File: src/rtl/uart_iram_loader.sv
// Bootloader bridge: pops bytes from the UART RX FIFO, packs them high-byte-first
// into 16-bit words and writes them sequentially into the instruction RAM.
module uart_iram_loader #(
  parameter int unsigned IRAM_ADDR_BITS = 8,
  parameter int unsigned RD_GAP         = 10,
  parameter int unsigned TIMEOUT        = 1_000_000
) (
  input  logic                      clk_100MHz,
  input  logic                      rst,
  input  logic                      load_en,
  input  logic                      rx_empty,
  input  logic [7:0]                rx_data,
  output logic                      rd_uart,
  output logic [IRAM_ADDR_BITS-1:0] iram_wa,
  output logic                      iram_wen,
  output logic [15:0]               iram_din,
  output logic                      cpu_hold,
  output logic                      done,
  output logic [IRAM_ADDR_BITS:0]   word_cnt,
  output logic                      sync_err
);

  localparam int unsigned CNT_W  = IRAM_ADDR_BITS + 1;
  localparam int unsigned GAP_W  = (RD_GAP < 1) ? 1 : $clog2(RD_GAP + 1);
  localparam int unsigned IDLE_W = (TIMEOUT < 2) ? 1 : $clog2(TIMEOUT + 1);

  typedef enum logic [2:0] {
    ST_IDLE,
    ST_WAIT_HI,
    ST_WAIT_LO,
    ST_WRITE,
    ST_DONE
  } state_t;

  state_t                    state;
  logic [GAP_W-1:0]          gap_cnt;
  logic [IDLE_W-1:0]         idle_cnt;
  logic [IRAM_ADDR_BITS-1:0] addr;
  logic [7:0]                hi_byte;

  logic waiting;
  logic pop;
  logic timeout;

  // Pop only after rx_empty has been low long enough for the FIFO head to settle.
  assign waiting = (state == ST_WAIT_HI) || (state == ST_WAIT_LO);
  assign pop     = waiting && !rx_empty && (gap_cnt == GAP_W'(RD_GAP));
  assign timeout = !pop && (idle_cnt == IDLE_W'(TIMEOUT - 1));

  always_ff @(posedge clk_100MHz) begin
    if (rst) begin
      state    <= ST_IDLE;
      gap_cnt  <= '0;
      idle_cnt <= '0;
      addr     <= '0;
      hi_byte  <= '0;
      rd_uart  <= 1'b0;
      iram_wa  <= '0;
      iram_wen <= 1'b0;
      iram_din <= '0;
      cpu_hold <= 1'b0;
      done     <= 1'b0;
      word_cnt <= '0;
      sync_err <= 1'b0;
    end else begin
      rd_uart  <= pop;
      iram_wen <= 1'b0;

      if (waiting && !rx_empty && !pop) gap_cnt <= gap_cnt + GAP_W'(1);
      else                              gap_cnt <= '0;

      // Saturates so an empty load can wait forever without wrapping.
      if (!waiting || pop)                      idle_cnt <= '0;
      else if (idle_cnt != IDLE_W'(TIMEOUT))    idle_cnt <= idle_cnt + IDLE_W'(1);

      case (state)
        ST_IDLE: begin
          cpu_hold <= 1'b0;
          done     <= 1'b0;
          if (load_en) begin
            word_cnt <= '0;
            sync_err <= 1'b0;
            addr     <= '0;
            cpu_hold <= 1'b1;
            state    <= ST_WAIT_HI;
          end
        end

        ST_WAIT_HI: begin
          if (!load_en) begin
            cpu_hold <= 1'b0;
            state    <= ST_IDLE;
          end else if (pop) begin
            hi_byte <= rx_data;
            state   <= ST_WAIT_LO;
          end else if (timeout && (word_cnt != '0)) begin
            cpu_hold <= 1'b0;
            done     <= 1'b1;
            state    <= ST_DONE;
          end
        end

        ST_WAIT_LO: begin
          if (!load_en) begin
            cpu_hold <= 1'b0;
            state    <= ST_IDLE;
          end else if (pop) begin
            iram_wen <= 1'b1;
            iram_din <= {hi_byte, rx_data};
            iram_wa  <= addr;
            state    <= ST_WRITE;
          end else if (timeout) begin
            // Lost low byte: drop the half word and resynchronise on the next byte.
            sync_err <= 1'b1;
            idle_cnt <= '0;
            state    <= ST_WAIT_HI;
          end
        end

        ST_WRITE: begin
          addr     <= addr + IRAM_ADDR_BITS'(1);
          word_cnt <= word_cnt + CNT_W'(1);
          if (!load_en) begin
            cpu_hold <= 1'b0;
            state    <= ST_IDLE;
          end else if (addr == '1) begin
            cpu_hold <= 1'b0;
            done     <= 1'b1;
            state    <= ST_DONE;
          end else begin
            state <= ST_WAIT_HI;
          end
        end

        ST_DONE: begin
          if (!load_en) begin
            done  <= 1'b0;
            state <= ST_IDLE;
          end
        end

        default: begin
          cpu_hold <= 1'b0;
          done     <= 1'b0;
          state    <= ST_IDLE;
        end
      endcase
    end
  end

endmodule

File: config.mk
export PLATFORM = sky130hd
export DESIGN_NAME = uart_iram_loader
export DESIGN_NICKNAME = d
export VERILOG_FILES = /design/src/rtl/uart_iram_loader.sv
export SDC_FILE = /design/constraint.sdc
export NUM_CORES = 1
export LEC_CHECK = 0
export ABC_AREA = 1
export BUFFER_PORTS_ARGS = -buffer_cell sky130_fd_sc_hd__buf_2
export CORE_MARGIN = 2
export CORE_UTILIZATION = 40
export CTS_BUF_LIST = sky130_fd_sc_hd__clkbuf_8
export DETAILED_ROUTE_END_ITERATION = 7
export HOLD_SLACK_MARGIN = 0.15
export PLACE_DENSITY = 0.7
export SYNTH_ARGS = -nofsm -noshare
export SYNTH_HDL_FRONTEND = slang
export SYNTH_SLANG_ARGS = --single-unit
File: constraint.sdc
create_clock -name clk_100MHz -period 1.7 [get_ports clk_100MHz]
set_input_delay 0.255 -clock clk_100MHz [delete_from_list [all_inputs] [get_ports clk_100MHz]]
set_output_delay 0.255 -clock clk_100MHz [all_outputs]
set_load 0.005 [all_outputs]
# Yosys cells after proc, flatten, opt, wreduce, memory -nomap -nowiden
# Index checks and enable logic that the tools add are counted.
totals:
  register_bits: 81
  wordCells: 109
op_classes:
  add_sub_neg: 4
  eq_ne: 24
  muxes: 41
  bitwise_logic: 4
  n_reduce_logical: 23
op_table:
  columns: ["operator", "n"]
  rows:
  - ["$mux 20", 6]
  - ["$mux 3", 10]
  - ["$add 20x1->20 const B", 1]
  - ["$eq 20x20->1 const B", 1]
  - ["$ne 2x2->1 const B", 10]
  - ["$ne 20x20->1 const B", 1]
  - ["$pmux 9 s2", 1]
  - ["$mux 1", 17]
  - ["$pmux 8 s2", 1]
  - ["$pmux 3 s5", 1]
  - ["$reduce_and 5->1", 2]
  - ["$add 9x1->9 const B", 1]
  - ["$mux 9", 1]
  - ["$reduce_bool 9->1", 1]
  - ["$add 8x1->8 const B", 1]
  - ["$eq 8x8->1 const B", 1]
  - ["$mux 8", 1]
  - ["$reduce_and 7->1", 1]
  - ["$eq 3x2->1 const B", 2]
  - ["$ne 3x3->1 const B", 2]
  - ["$reduce_and 3->1", 2]
  - ["$logic_and 1x1->1", 5]
  - ["$pmux 1 s5", 1]
  - ["$add 4x1->4 const B", 1]
  - ["other kinds (18)", 25]

# Logic depth before layout (Yosys ltp)
# Gate-level depths: netlist of the first run.
depth:
  word_depth: 11
  depth_mapped: 12
  mapped_depth_nobuf: 12

# Worst setup path before layout of the first run
# No wires, ideal clock.
synth_path:
  path_type: "register to register"
  start: "register gap_cnt[0]"
  end: "register iram_din[0]"
  setup_time_ns: 0.116
  arrival_ns: 1.385
  slack_ns: 0.199
  path_stages_with_launch: 11
  n_path_buf: 1
  path_cell_list: "dfxtp_1 -> inv_1 -> ha_1 -> nand3_1 -> nor2_2 -> inv_1 -> nor2_4 -> inv_2 -> buf_2 -> nor2_1 -> nor2_1"
synth_via:
  elab_chain_cells: 3
synth_lines:
  columns: ["item", "line", "text"]
  rows:
  - ["from (decl)", "36", "logic [GAP_W-1:0] gap_cnt;"]
  - ["from (signal assigned)", "69", "if (waiting && !rx_empty && !pop) gap_cnt <= gap_cnt + GAP_W'(1);"]
  - ["$eq 4x4->1", "47", "assign pop = waiting && !rx_empty && (gap_cnt == GAP_W'(RD_GAP));"]
  - ["$logic_and 1x1->1", "47", null]
  - ["$reduce_and 3->1 (no line)", null, null]
  - ["to (signal assigned)", "109", "iram_din <= {hi_byte, rx_data};"]
  - ["to (decl)", "16", "output logic [15:0] iram_din,"]
# No other way between the ends.
# A chain may end at the register's enable or synchronous reset.

# Worst setup path in the final report of the first run
layout_path:
  start: "register gap_cnt[0]"
  end: "register hi_byte[5]"
layout_via:
  elab_chain_cells: 3
layout_lines:
  columns: ["item", "line", "text"]
  rows:
  - ["$eq 4x4->1", "47", null]
  - ["$logic_and 1x1->1", "47", null]
  - ["$reduce_and 3->1 (no line)", null, null]
  - ["to (signal assigned)", "94", "hi_byte <= rx_data;"]
  - ["to (decl)", "39", "logic [7:0] hi_byte;"]
# No other way between the ends.

==> results of run 1 <==
## state kept, by name, indices dropped and copies added, names as in the netlist
register	cells
rd_uart	1
done	1
gap_cnt	4
iram_din	16
iram_wen	1
state	3
sync_err	1
addr	8
hi_byte	8
word_cnt	9
cpu_hold	1
idle_cnt	20
iram_wa	8
## per-layer routing
metal  vias to the layer above  GRT usage  routed length (um)
li1                       1763          -                   -
met1                      1513     0.2230                3991
met2                        70     0.2772                3977
met3                        20    0.03621                 332
met4                         0    0.09062                 218
met5                         -          0                   0
## power breakdown
group | internal [mW] | switching [mW]
clock network | 0.754 | 0.700
registers | 1.95 | 0.0431
logic | 0.214 | 0.389
## logic make-up (layout without fill, tap and decap cells)
group,count (synthesis),count (layout),synth area share
DFF,81,81,0.4359
muxes,1,1,0.002691
adders and majority gates,7,7,0.02354
xor gates and xnor gates,7,7,0.01648
buffers and inverters,79,155,0.08745
and+or+nand+nor,215,215,0.2862
AOI/OAI and AO/OA,105,105,0.1477
## placed cells by master (no fill, tap or decap), types with 3 or more instances in the layout
master / netlist / layout
nand3_1: 23 / 22
or2_2: 4 / 4
o21ai_0: 45 / 43
xor2_1: 6 / 6
dlygate4sd3_1: 0 / 3
nand2_4: 3 / 3
buf_2: 4 / 49
nor2_4: 5 / 7
nand2_2: 2 / 4
nand2_1: 72 / 70
a221oi_1: 3 / 3
a21oi_1: 53 / 51
inv_1: 58 / 58
dfxtp_1: 81 / 74
nor3_1: 10 / 10
inv_2: 6 / 7
nand3_2: 4 / 5
clkbuf_8: 0 / 11
buf_4: 2 / 20
dfxtp_2: 0 / 7
nand4_1: 12 / 12
nor2_2: 5 / 4
nor3_2: 4 / 4
nor2_1: 62 / 61
ha_1: 7 / 6
## worst min-delay path, stage by stage
cell and delay [ps]:
buf_2 70, inv_1 40, a21oi_1 100
## layout make-up
type	count	share of cell area
clock buffers	11	0.03367
clock inverters	5	0.01224
inverters	65	0.05481
multi-input cells	335	0.4043
flip-flops and latches	81	0.3625
well taps	111	0.03088
repair buffers	74	0.1016
## per-stage QoR
step	hold slack, ps	instances	worst slack [ps]
global route	166.8	682	-39.14
finish	155.8	682	82.68
detailed placement	444.7	659	67.89
global placement	438.4	659	141.4
floorplan	389.9	495	199.2
CTS	150.3	678	47.78
## repair_timing
| action | CTS | global route |
|---|---|---|
| setup endpoints to repair | 0 | 41 |
| resized for setup | 0 | 25 |
| setup buffers | 0 | 4 |
| hold buffers | 3 | 0 |
| hold endpoints to repair | 3 | 0 |
## final timing paths
kind	startpoint	end
hold / removal	rx_data[2]	hi_byte[2]$_SDFFE_PP0P_
hold reg to reg	gap_cnt[0]$_SDFF_PP0_	gap_cnt[0]$_SDFF_PP0_
setup / recovery	gap_cnt[0]$_SDFF_PP0_	hi_byte[5]$_SDFFE_PP0P_
setup reg to reg	gap_cnt[0]$_SDFF_PP0_	hi_byte[5]$_SDFFE_PP0P_
## cell usage after synthesis, drive strengths merged
library cell,n
inv,64
o21ai,45
clkbuf,6
clkinv,1
nor3,14
or2,5
a221oi,3
xnor2,1
buf,8
ha,7
mux2i,1
o21a,1
nor4,3
xor2,6
nand4,13
nor3b,3
a211oi,2
nand2,77
and3,1
dfxtp,81
nand3,27
a21oi,53
nor2,72
o311a,1
==> flow_metrics.env, run 1 <==
export IMPL_status="complete, no violations"
export IMPL_p_leak_nw=1.897
export IMPL_dp_hpwl_mm=6.066
export IMPL_fin_setup_tns_ps=0
export IMPL_die_area_mm2=0.01009
export IMPL_min_delay_path_depth=3
export IMPL_drt_iter0_markers=108
export IMPL_ir_drop_v=0.0004813
export IMPL_synth_area_leaders="dfxtp_1, nand2_1, a21oi_1"
export IMPL_drive_above_1_share=0.2452
export IMPL_seq_area_mm2=0.001630
export IMPL_tightest_slew_ps=376.6
export IMPL_grt_max_degree=35
export IMPL_routedWlPerCell_um=12.49
export IMPL_vias_per_cell=4.935
export IMPL_vias=3366
export IMPL_fillers=886
export IMPL_finalSetupViolCount=0
export IMPL_drc=0
export IMPL_yosys_register_bits=81
export IMPL_crit_cells=10
export IMPL_core_area_mm2=0.009109
export IMPL_yosysSeqAreaShare=0.4359
export IMPL_overflow=0
export IMPL_rows=35
export IMPL_cts_buffers=9
export IMPL_die_width_um=100.4
export IMPL_grt_pass1_wl_mm=14.20
export IMPL_start_util=0.4084
export IMPL_worst_path_max_fanout=6
export IMPL_finClkSkew_ps=11.16
export IMPL_r2r_cells=10
export IMPL_drt_pass1_iter_count=4
export IMPL_arrival_ps=1910
export IMPL_slew_violations=0
export IMPL_synthDistinctLibCells=37
export IMPL_min_period_ps=1617
export IMPL_cts_tree="done"
export IMPL_cp_end_kind="register"
export IMPL_grt_usage=0.1743
export IMPL_multi_input_comb_area_mm2=0.001818
export IMPL_die_y_um=100.4
export IMPL_crit_chain="inv_2, ha_2, nand3_2, nor2_4, nand2_4, nor2_4, nand2_4, buf_6, buf_4, a21oi_2"
export IMPL_finalPower_mw=4.047
export IMPL_synth_top_cell_area_share=0.4359
export IMPL_antennaDiodeCount=0
export IMPL_synth_area_mm2=0.003720
export IMPL_path_delay_family="simple AND/OR/NAND/NOR gates"
export IMPL_worstSkewPairLatency_ps=350
export IMPL_cts_buffer_depth=2
export IMPL_fin_crit_sh=0.9514
export IMPL_gp_congestion=0.8844
export IMPL_start_kind="register"
export IMPL_final_util=0.4937
export IMPL_drv_cap=0
export IMPL_p_per_area_mw_per_mm2=899.9
export IMPL_synth_largest_area_cell="dfxtp_1"
export IMPL_yosys_warnings=0
export IMPL_hold_viol_final=0
export IMPL_required_ps=1990
export IMPL_cts_root_buffer="clkbuf_8"
export IMPL_routed_wirelength_mm=8.520
export IMPL_crit_slowest_cell="dfxtp_2"
export IMPL_ff2ff_setup_slack_ps=80
export IMPL_cts_htree_levels=3
export IMPL_final_area_mm2=0.004497
export IMPL_antenna_found_initial=0
export IMPL_slew_headroom=0.7467
export IMPL_synth_fp_nets=514
export IMPL_port_buffers=49
export IMPL_fmax_ghz=0.6183
export IMPL_area_growth_pct=20.89
export IMPL_grt_pass1_vias=3162
export IMPL_clk_pin_slew_ps=80
export IMPL_critical_path_class="register to register"
export IMPL_ioPinCount=50
export IMPL_antenna_left=0
export IMPL_placed_area_mm2=0.004172
export IMPL_cts_sinks=81
export IMPL_hold_class="primary input to register"
export IMPL_final_nets=585
export IMPL_path_buf_inv=3
export IMPL_syn_avg_cell_area_um2=7.515
export IMPL_max_stage_delay_ps=340
export IMPL_synth_cells=495
Power figures use the tool's default switching activity.
==> run 2, diff against run 1 <==
--- a/config.mk
+++ b/config.mk
@@ -7,12 +7,14 @@
 export LEC_CHECK = 0
 export ABC_AREA = 1
 export BUFFER_PORTS_ARGS = -buffer_cell sky130_fd_sc_hd__buf_2
+export CELL_PAD_IN_SITES_DETAIL_PLACEMENT = 0
+export CELL_PAD_IN_SITES_GLOBAL_PLACEMENT = 2
 export CORE_MARGIN = 2
-export CORE_UTILIZATION = 40
+export CORE_UTILIZATION = 34
 export CTS_BUF_LIST = sky130_fd_sc_hd__clkbuf_8
 export DETAILED_ROUTE_END_ITERATION = 7
 export HOLD_SLACK_MARGIN = 0.15
-export PLACE_DENSITY = 0.7
+export PLACE_DENSITY = 0.92
 export SYNTH_ARGS = -nofsm -noshare
 export SYNTH_HDL_FRONTEND = slang
 export SYNTH_SLANG_ARGS = --single-unit
==> run 2 against run 1 <==
Against the previous run:
- final cell count is 4.8% higher
- via count up 0.80%
- combinational power grew 3.6%
- sequential cell count stayed put
- sequential power about the same
- sequential share of layout area down 0.81 points
- first-iteration DRC count up 32%
- worst hold slack gained 130 ps
- clock power barely moved
- clock skew is 2.2 ps lower
==> flow_metrics.env, run 2 (synthesis gave the netlist of run 1 again) <==
export IMPL_vias=3393
export IMPL_switchingPower_mw=1.179
export IMPL_routedWlPerCell_um=11.97
export IMPL_cts_root_buffer="clkbuf_8"
export IMPL_status="complete, no violations"
export IMPL_start_kind="register"
export IMPL_p_sw_frac=0.2908
export IMPL_intPower_mw=2.876
export IMPL_cp_end_kind="register"
export IMPL_cts_htree_levels=3
export IMPL_placedCellCount=690
export IMPL_grt_max_degree=37
export IMPL_cts_buffer_depth=2
export IMPL_p_leak_nw=1.917
export IMPL_final_cell_mix="dfxtp_1, nand2_1, nor2_1, inv_1, a21oi_1"
export IMPL_final_nets=589
export IMPL_dp_hpwl_mm=6.243
export IMPL_reg2reg_from="state[0]$_SDFFE_PP0P_"
export IMPL_slew_violations=0
export IMPL_reg_top3="idle_cnt: 20 flops, iram_din: 16 flops, word_cnt: 9 flops"
export IMPL_min_delay_path_depth=4
export IMPL_max_stage_delay_ps=380
export IMPL_ioPinCount=50
export IMPL_antenna_found_initial=0
export IMPL_r2r_cells=11
export IMPL_combPwrFrac=0.154
export IMPL_fmax_ghz=0.6607
export IMPL_clk_pin_slew_ps=80
export IMPL_tightest_slew_ps=434.0
export IMPL_vias_per_cell=4.745
export IMPL_rsz0062_at_grt="false"
export IMPL_antennaDiodeCount=0
export IMPL_layout_commonest_cell="dfxtp_1"
export IMPL_cts_sinks=81
export IMPL_largest_reg_flops=20
export IMPL_crit_chain="inv_1, nor2_2, nand2_1, nand2_2, nand2_4, nand4_1, nand3_2, nand3_2, nand2_1, inv_1, nor2_1"
export IMPL_p_seq_frac=0.490
export IMPL_min_period_ps=1513
export IMPL_fillers=1157
export IMPL_crit_slowest_cell="dfxtp_1"
export IMPL_startpoint="state[0]$_SDFFE_PP0P_"
export IMPL_grt_pass1_wl_mm=14.27
export IMPL_hold_class="primary input to register"
export IMPL_die_y_um=108.6
export IMPL_min_from="rx_empty"
export IMPL_drt_iter0_markers=143
export IMPL_multi_input_comb_area_mm2=0.001843
export IMPL_cts_buffers=9
export IMPL_arrival_ps=1780
export IMPL_ir_drop_v=0.0004984
export IMPL_antenna_left=0
export IMPL_fin_crit_sh=0.8903
export IMPL_routed_wirelength_mm=8.559
export IMPL_overflow=0
export IMPL_p_per_area_mw_per_mm2=882.5
export IMPL_final_cell_count_no_fill=715
export IMPL_die_area_mm2=0.01179
export IMPL_port_buffers=49
export IMPL_regMostFlops="idle_cnt"
export IMPL_finalSetupViolCount=0
export IMPL_start_util=0.3462
export IMPL_pwr_share_clk=0.356
export IMPL_drt_pass1_iter_count=4
export IMPL_grt_usage=0.1550
export IMPL_worst_path_max_fanout=6
export IMPL_seq_area_mm2=0.001629
export IMPL_worstSkewPairLatency_ps=360
export IMPL_finClkSkew_ps=9.008
export IMPL_rows=38
export IMPL_drv_cap=0
export IMPL_critical_path_class="register to register"
export IMPL_drive_above_1_share=0.2400
export IMPL_required_ps=1960
export IMPL_area_growth_pct=23.55
export IMPL_hold_viol_final=0
export IMPL_die_width_um=108.6
export IMPL_core_area_mm2=0.01075
export IMPL_drc=0
export IMPL_slew_headroom=0.7080
export IMPL_grt_pass1_vias=3044
export IMPL_fin_setup_tns_ps=0
export IMPL_cts_tree="done"
export IMPL_gp_congestion=0.7883
[run 2: what timing repair did]
item	in CTS	in global routing
hold buffers	8	0
setup endpoints to repair	0	39
gates resized for setup	0	22
buffers inserted	0	1
endpoints found under the hold margin	12	0
[run 2: area by class of cell]
cell class / instances / area share
Tap cell: 140 / 0.03812
Multi-Input combinational cell: 335 / 0.4010
Sequential cell: 81 / 0.3545
Inverter: 65 / 0.05336
Clock buffer: 9 / 0.02695
Clock inverter: 7 / 0.01742
Timing Repair Buffer: 78 / 0.1086
[run 2: through the flow]
stage | worst slack [ps] | cell area [um^2] | util | total power, mW | hold WS, ps
after floorplan | 199.2 | 3720 | - | 2.436 | 389.9
after global placement | 116.3 | 4223 | 0.3930 | 2.631 | 440.6
after detailed placement | 41.58 | 4223 | 0.3930 | 2.640 | 444.1
after CTS | 37.00 | 4507 | 0.4194 | 4.116 | 267.8
after global routing | 2.460 | 4596 | 0.4277 | 4.275 | 298.8
final | 186.5 | 4596 | 0.4277 | 4.056 | 281.1
[run 2: layer usage]
metal,vias to the layer above,global-route usage,routed length (um)
li1,1778,-,-
met1,1536,0.1961,3991
met2,66,0.2455,3931
met3,13,0.03797,447
met4,0,0.07692,187
met5,-,0,0
[run 2: worst max-delay path: cells and delay by family (launching register included)]
family | cells | cell delay, ps
buf+inv | 2 | 130
flops | 1 | 380
simple gates | 9 | 900
[run 2: path summary, 6_finish.rpt]
check | slack, ps | end
worst min-delay path | 280 | rd_uart$_SDFF_PP0_
worst min register to register | 430 | gap_cnt[0]$_SDFF_PP0_
worst max-delay path | 190 | state[2]$_SDFFE_PP0P_
worst max register to register | 190 | state[2]$_SDFFE_PP0P_
[run 2: power groups by stage]
stage                     Sequential (mW)  Combinational [mW]  Clock (mW)
final                                1.99               0.625        1.44
after global routing                 2.00               0.704        1.57
after CTS                            1.98               0.630        1.50
after detailed placement             2.03               0.614           0
after global placement               2.02               0.609           0
after floorplan                      2.02               0.416           0
